## config.mk

```make
export PLATFORM = sky130hd
export DESIGN_NAME = dbg_stim_player
export DESIGN_NICKNAME = d
export VERILOG_FILES = /design/src/rtl/dbg_stim_pkg.sv /design/src/rtl/dbg_ser_rx.sv /design/src/rtl/dbg_stim_player.sv
export SDC_FILE = /design/constraint.sdc
export NUM_CORES = 1
export LEC_CHECK = 0
export CORE_MARGIN = 4
export CORE_UTILIZATION = 65
export CTS_CLUSTER_SIZE = 10
export DETAILED_ROUTE_END_ITERATION = 7
export GPL_ROUTABILITY_DRIVEN = 0
export PLACE_DENSITY = 0.86
export RECOVER_POWER = 50
export SYNTH_ARGS = -nofsm -noshare
export SYNTH_HDL_FRONTEND = slang
export SYNTH_SLANG_ARGS = --single-unit
```

## constraint.sdc

```tcl
create_clock -name clk -period 4.9 [get_ports clk]
set_input_delay 0.49 -clock clk [delete_from_list [all_inputs] [get_ports clk]]
set_output_delay 0.49 -clock clk [all_outputs]
set_load 0.005 [all_outputs]
```

## src/rtl/dbg_stim_pkg.sv

```systemverilog
// Shared types for the debug stimulus player:
// command bytes, FSM encodings and the table entry.
package dbg_stim_pkg;

  localparam logic [7:0] CMD_WR   = 8'h01;
  localparam logic [7:0] CMD_RUN  = 8'h02;
  localparam logic [7:0] CMD_STOP = 8'h03;
  localparam logic [7:0] CMD_STAT = 8'h04;

  typedef enum logic [1:0] {
    IDLE,
    PLAY,
    DONE
  } play_st_t;

  typedef enum logic [1:0] {
    CMD,
    OP0,
    OP1,
    OP2
  } prs_st_t;

  typedef struct packed {
    logic [7:0] data;
    logic [7:0] hold;
  } entry_t;

endpackage

```

## src/rtl/dbg_ser_rx.sv

```systemverilog
// Oversampled serial port: pin synchronizers, sck edge
// detect, byte assembly and status shift-out on miso.
module dbg_ser_rx #(
  parameter int SYNC_STAGES = 2
) (
  input  logic       clk,
  input  logic       rst_n,
  input  logic       sck,
  input  logic       cs_n,
  input  logic       mosi,
  input  logic       tx_load,
  input  logic [7:0] tx_byte,
  output logic       byte_valid,
  output logic [7:0] rx_byte,
  output logic       frame,
  output logic       miso
);

  logic [SYNC_STAGES-1:0] sck_sy;
  logic [SYNC_STAGES-1:0] cs_sy;
  logic [SYNC_STAGES-1:0] mosi_sy;
  logic       sck_q;
  logic       sck_s;
  logic       mosi_s;
  logic       rise;
  logic       fall;
  logic [2:0] cnt;
  logic [6:0] sh;
  logic [7:0] tx;

  always_ff @(posedge clk or negedge rst_n) begin
    if (!rst_n) begin
      sck_sy  <= '0;
      cs_sy   <= '1;
      mosi_sy <= '0;
      sck_q   <= 1'b0;
    end else begin
      sck_sy  <= {sck_sy[SYNC_STAGES-2:0], sck};
      cs_sy   <= {cs_sy[SYNC_STAGES-2:0], cs_n};
      mosi_sy <= {mosi_sy[SYNC_STAGES-2:0], mosi};
      sck_q   <= sck_s;
    end
  end

  assign sck_s  = sck_sy[SYNC_STAGES-1];
  assign mosi_s = mosi_sy[SYNC_STAGES-1];
  assign frame  = ~cs_sy[SYNC_STAGES-1];
  assign rise   = sck_s & ~sck_q;
  assign fall   = ~sck_s & sck_q;

  // byte strobe is combinational so the parser acts on the next edge
  assign byte_valid = frame & rise & (cnt == 3'd7);
  assign rx_byte    = {sh, mosi_s};

  always_ff @(posedge clk or negedge rst_n) begin
    if (!rst_n) begin
      cnt <= '0;
      sh  <= '0;
    end else if (!frame) begin
      cnt <= '0;
      sh  <= '0;
    end else if (rise) begin
      cnt <= cnt + 3'd1;
      sh  <= {sh[5:0], mosi_s};
    end
  end

  always_ff @(posedge clk or negedge rst_n) begin
    if (!rst_n) begin
      tx   <= '0;
      miso <= 1'b0;
    end else if (!frame) begin
      tx   <= '0;
      miso <= 1'b0;
    end else if (tx_load) begin
      tx <= tx_byte;
    end else if (fall) begin
      miso <= tx[7];
      tx   <= {tx[6:0], 1'b0};
    end
  end

endmodule

```

## src/rtl/dbg_stim_player.sv

```systemverilog
// Debug stimulus player: serial-loaded pattern table
// replayed onto stim_o with per-entry hold times.
module dbg_stim_player
  import dbg_stim_pkg::*;
#(
  parameter int DATA_W      = 4,
  parameter int DEPTH       = 16,
  parameter int SYNC_STAGES = 2
) (
  input  logic              clk,
  input  logic              rst_n,
  input  logic              sck,
  input  logic              cs_n,
  input  logic              mosi,
  output logic              miso,
  output logic [DATA_W-1:0] stim_o,
  output logic              stim_oe,
  output logic              busy,
  output logic              done
);

  localparam int AW = $clog2(DEPTH);

  logic       bv;
  logic [7:0] rx;
  logic       frame;
  logic       tx_load;
  logic [7:0] stat;

  dbg_ser_rx #(
    .SYNC_STAGES(SYNC_STAGES)
  ) u_rx (
    .clk       (clk),
    .rst_n     (rst_n),
    .sck       (sck),
    .cs_n      (cs_n),
    .mosi      (mosi),
    .tx_load   (tx_load),
    .tx_byte   (stat),
    .byte_valid(bv),
    .rx_byte   (rx),
    .frame     (frame),
    .miso      (miso)
  );

  prs_st_t           pst;
  prs_st_t           pst_d;
  logic [7:0]        cmd_q;
  logic [AW-1:0]     addr_q;
  logic [DATA_W-1:0] data_q;
  logic              run_go;
  logic              stop_go;
  logic              wr_go;

  always_comb begin
    pst_d   = pst;
    run_go  = 1'b0;
    stop_go = 1'b0;
    wr_go   = 1'b0;
    tx_load = 1'b0;
    if (!frame) begin
      pst_d = CMD;
    end else if (bv) begin
      unique case (pst)
        CMD: begin
          stop_go = (rx == CMD_STOP);
          tx_load = (rx == CMD_STAT);
          pst_d   = stop_go ? CMD : OP0;
        end
        // unknown commands park here until the frame ends
        OP0: unique case (1'b1)
          cmd_q == CMD_WR:   pst_d = OP1;
          cmd_q == CMD_RUN: begin
            run_go = !busy;
            pst_d  = CMD;
          end
          cmd_q == CMD_STAT: pst_d = CMD;
          default:           pst_d = OP0;
        endcase
        OP1: pst_d = OP2;
        OP2: begin
          wr_go = !busy;
          pst_d = CMD;
        end
        default: pst_d = CMD;
      endcase
    end
  end

  always_ff @(posedge clk or negedge rst_n) begin
    if (!rst_n) begin
      pst    <= CMD;
      cmd_q  <= '0;
      addr_q <= '0;
      data_q <= '0;
    end else begin
      pst <= pst_d;
      if (frame && bv) begin
        if (pst == CMD) cmd_q  <= rx;
        if (pst == OP0) addr_q <= rx[AW-1:0];
        if (pst == OP1) data_q <= rx[DATA_W-1:0];
      end
    end
  end

  entry_t mem [DEPTH];

  always_ff @(posedge clk or negedge rst_n) begin
    if (!rst_n) begin
      for (int i = 0; i < DEPTH; i++) mem[i] <= '0;
    end else if (wr_go) begin
      mem[addr_q] <= '{data: 8'(data_q), hold: rx};
    end
  end

  play_st_t      st;
  play_st_t      st_d;
  logic [AW-1:0] ptr;
  logic [AW-1:0] ptr_d;
  logic [AW-1:0] last_q;
  logic [AW-1:0] last_d;
  logic [7:0]    hcnt;
  logic [7:0]    hcnt_d;

  // N-1 wraps so that N=0 plays the whole table
  always_comb begin
    st_d   = st;
    ptr_d  = ptr;
    last_d = last_q;
    hcnt_d = hcnt;
    if (stop_go) begin
      st_d = IDLE;
    end else begin
      unique case (st)
        IDLE, DONE: if (run_go) begin
          st_d   = PLAY;
          ptr_d  = '0;
          last_d = rx[AW-1:0] - AW'(1);
          hcnt_d = mem[ptr_d].hold;
        end
        PLAY: begin
          if (hcnt != 8'd0) begin
            hcnt_d = hcnt - 8'd1;
          end else if (ptr == last_q) begin
            st_d = DONE;
          end else begin
            ptr_d  = ptr + AW'(1);
            hcnt_d = mem[ptr_d].hold;
          end
        end
        default: st_d = IDLE;
      endcase
    end
  end

  always_ff @(posedge clk or negedge rst_n) begin
    if (!rst_n) begin
      st     <= IDLE;
      ptr    <= '0;
      last_q <= '0;
      hcnt   <= '0;
    end else begin
      st     <= st_d;
      ptr    <= ptr_d;
      last_q <= last_d;
      hcnt   <= hcnt_d;
    end
  end

  assign busy    = (st == PLAY);
  assign done    = (st == DONE);
  assign stim_oe = busy;
  assign stim_o  = busy ? mem[ptr].data[DATA_W-1:0] : '0;
  assign stat    = {busy, done, 2'b00, 4'(ptr)};

endmodule

```

==> summary.txt <==
Worst Tran Pin Value: 2.20 ns
Gate power share: 1.4%
Initial antenna violation count: 0
Overall power: 4.06 mW
Routed Wire Length: 27,000 microns
Clk sinks: 254
Sw power: 0.865 mW
Min-Delay Path Class: flop to flop
Wire per inst: 24.7 microns
Reg2reg setup slack: 1.32 ns
Critical setup path kind: flop to output pin
RSZ-0062 raised after global routing: false
CTS tree: yes
Setup violations, final: 0
First-pass GRT wire length: 44,100 microns
Final Hold Fails: 0
WP depth: 4
Initial Util: 67.3%
Final period utilization: 79.6%
Layout cell share with drive strength beyond 1: 31.7%
CP Data Arrival Time: 3.41 ns
Outcome: finished with violations
Vias: 7,354
I/O pin cnt: 13
Slew HR: -46.5%
Area grow syn2layout: 8.32%
Largest net degree at the start of global routing: 100
Post-synth top area share: 53.5%
Diodes inserted: 0
Worst Setup End Kind: output pin
Total GRT Usage: 27.8%
Most common cell in the netlist: dfrtp_1
Fin nets: 867
Via/cell ratio: 6.73
Yosys warns: 0
CP max FO: 55
Filler cells: 1,067
Asr flop ratio synth: 100%
Setup crit start: ptr[0]
Post-route ant nets: 0
Clk_skew: 0.0124 ns
Port bufs: 12
Clock transition at the registers of the reported paths: 0.05 ns
CP Capture Point: stim_o[2]
Hpwl dp: 16,800 microns
CP Cell Sequence: mux4_2 > mux4_2 > and2_1 > clkdlybuf4s50_1
Die Wd: 143 microns
Worst R2R Path Depth: 7
Cell area power density: 318 nW/um^2
Startpoint Class: flop
Multi-input logic area: 5040 sq um
Clock share of power: 46.4%
Htree depth: 1
Mapped Avg Cell Area: 13.7 sq um
Sequential Power Share: 52.1%
DR iter-0 viols: 563
Required @ worst endpoint: 4.41 ns
Die Ht: 143 microns
Leakage: 6.02 nW
Post_cts resized: 0
Pins Over Slew Limit: 159
CP max-delay cell: dfrtp_4
Internal power: 3.20 mW
Ys flop type: dfrtp_1
Max Freq: 256 MHz
CP delay by family, top: flip-flops
CTS Buf Count: 29
Mapped cell area: 11,800 sq um
1st-pass router iterations: 5
Min Tclk post-route: 3.90 ns
Sequential area share after synthesis: 53.9%
FF-to-FF Start: ptr[0]
Worst-skew pair later-pin latency: 0.55 ns
Switching Fraction: 21.3%
Post-synth EDFFs: 0
# rows: 48
Hold_ws: 0.359 ns
Post-synth top cells: 252 x dfrtp_1, 169 x mux2_2, 66 x nand2_1
Core ar.: 17,500 sq um
Failing checks: max-capacitance violations, max-slew violations
Maximum vdd drop: 0.359 mV
Mapped Cells: 864
Yosys cell types: 57
Register area: 6360 sq um
RR Endpoint: hcnt[2]
WP buf/inv: 1
Syn Nets: 877
Number of global-route vias before repair: 7,945
Post-synthesis register bit count: 254
Leading area contributor after synthesis: dfrtp_1
Crit-path max cell delay: 1.11 ns
Synth top area cells: dfrtp_1 53%, mux2_2 16%, mux4_2 9.9%, mux2_1 2.7%, nand2_1 2.1%
Die footprint: 20,400 sq um
Final TNS setup: 0 ns
DRC viols: 0
CP most frequent cell: mux4_2
Max-cap violations: 2
Worst-case clock buffer depth: 3
Grt ovf: 0
CTS root buf: clkbuf_16
## stage by stage
| stage | setup slack, ns | std cells | cell area (sq um) | util [%] |
|---|---|---|---|---|
| after floorplan | 2.46 | 864 | 11800 | - |
| after global placement | 1.46 | 1047 | 12000 | 68.5 |
| after detailed placement | 1.34 | 1047 | 12000 | 68.5 |
| after CTS | 0.930 | 1093 | 12800 | 73.1 |
| after global routing | 0.481 | 1093 | 12800 | 72.9 |
| final | 0.997 | 1093 | 12800 | 72.9 |
## how the worst min path moves through the flow
stage | cells after the start | endpoint | startpoint
5_1_grt | 0 | u_rx.mosi_sy[1] | u_rx.mosi_sy[0]
4_1_cts | 0 | u_rx.mosi_sy[1] | u_rx.mosi_sy[0]
2_1_floorplan | 0 | addr_q[0] | rst_n
3_5_place_dp | 0 | u_rx.sck_sy[1] | u_rx.sck_sy[0]
6_report | 0 | u_rx.mosi_sy[1] | u_rx.mosi_sy[0]
3_3_place_gp | 0 | u_rx.cs_sy[1] | u_rx.cs_sy[0]
## flip-flops by register name, indices dropped and copies added (netlist names), 4 cells and up
| name | flops |
|---|---|
| hcnt | 8 |
| mem | 192 |
| addr_q | 4 |
| u_rx.sh | 7 |
| ptr | 4 |
| u_rx.tx | 8 |
| cmd_q | 8 |
| data_q | 4 |
| last_q | 4 |
## cell usage in the layout, fill, tap and decap left out, types with 10 or more instances in the layout
| cell type | count |
|---|---|
| clkbuf_16 | 29 |
| xnor2_1 | 10 |
| mux2_2 | 169 |
| nand2_1 | 66 |
| mux2_1 | 28 |
| nor2_1 | 24 |
| dfrtp_1 | 251 |
| a21oi_1 | 17 |
| mux4_2 | 52 |
| inv_1 | 22 |
| o21ai_0 | 33 |
| clkbuf_1 | 15 |
## per-layer routing
metal	vias to the layer above	share of wire (%)	GRT usage [%]
li1	3090	-	-
met1	3848	41	38.2
met2	334	49	45.2
met3	82	7.5	5.63
met4	0	3.3	9.25
met5	-	0	0
## what timing repair did
action,4_1_cts,5_1_grt
hold buffers,1,0
endpoints found under the hold margin,87,0
buffers inserted,0,0
## power groups by stage
stage,sequential (mW),clock [mW],combinational [mW]
5_1_grt,2.12,2.02,0.0689
3_3_place_gp,2.15,0,0.0601
6_report,2.12,1.89,0.0589
2_1_floorplan,2.14,0,0.0174
4_1_cts,2.12,1.91,0.0648
3_5_place_dp,2.15,0,0.0632
## cells by family (layout without fill, tap and decap cells)
group,count (synthesis),count (layout),share of synthesized area [%]
mux,257,257,29.4
flops,254,254,53.9
simple gates,152,152,6.73
compound gates,91,91,4.81
buf+inv,88,92,3.26
xor+xnor,14,14,1.04
fa+ha+maj,8,8,0.849
## worst reg2reg max path, stage by stage (launching register included)
cell	delay [ns]
dfrtp_4	1.11
ha_1	0.82
buf_4	0.40
mux4_2	0.36
mux2i_1	0.21
o22ai_1	0.12
o31ai_1	0.25
a31oi_1	0.12
## cell type report
type                    count  share of cell area (%)
flip-flops and latches    254                    49.8
multi-input cells         522                    39.5
clock buffers              43                    6.09
well taps                 225                    2.20
repair buffers             23                    1.52
inverters                  24                   0.705
clock inverters             2                   0.196
Power figures use the tool's default switching activity.
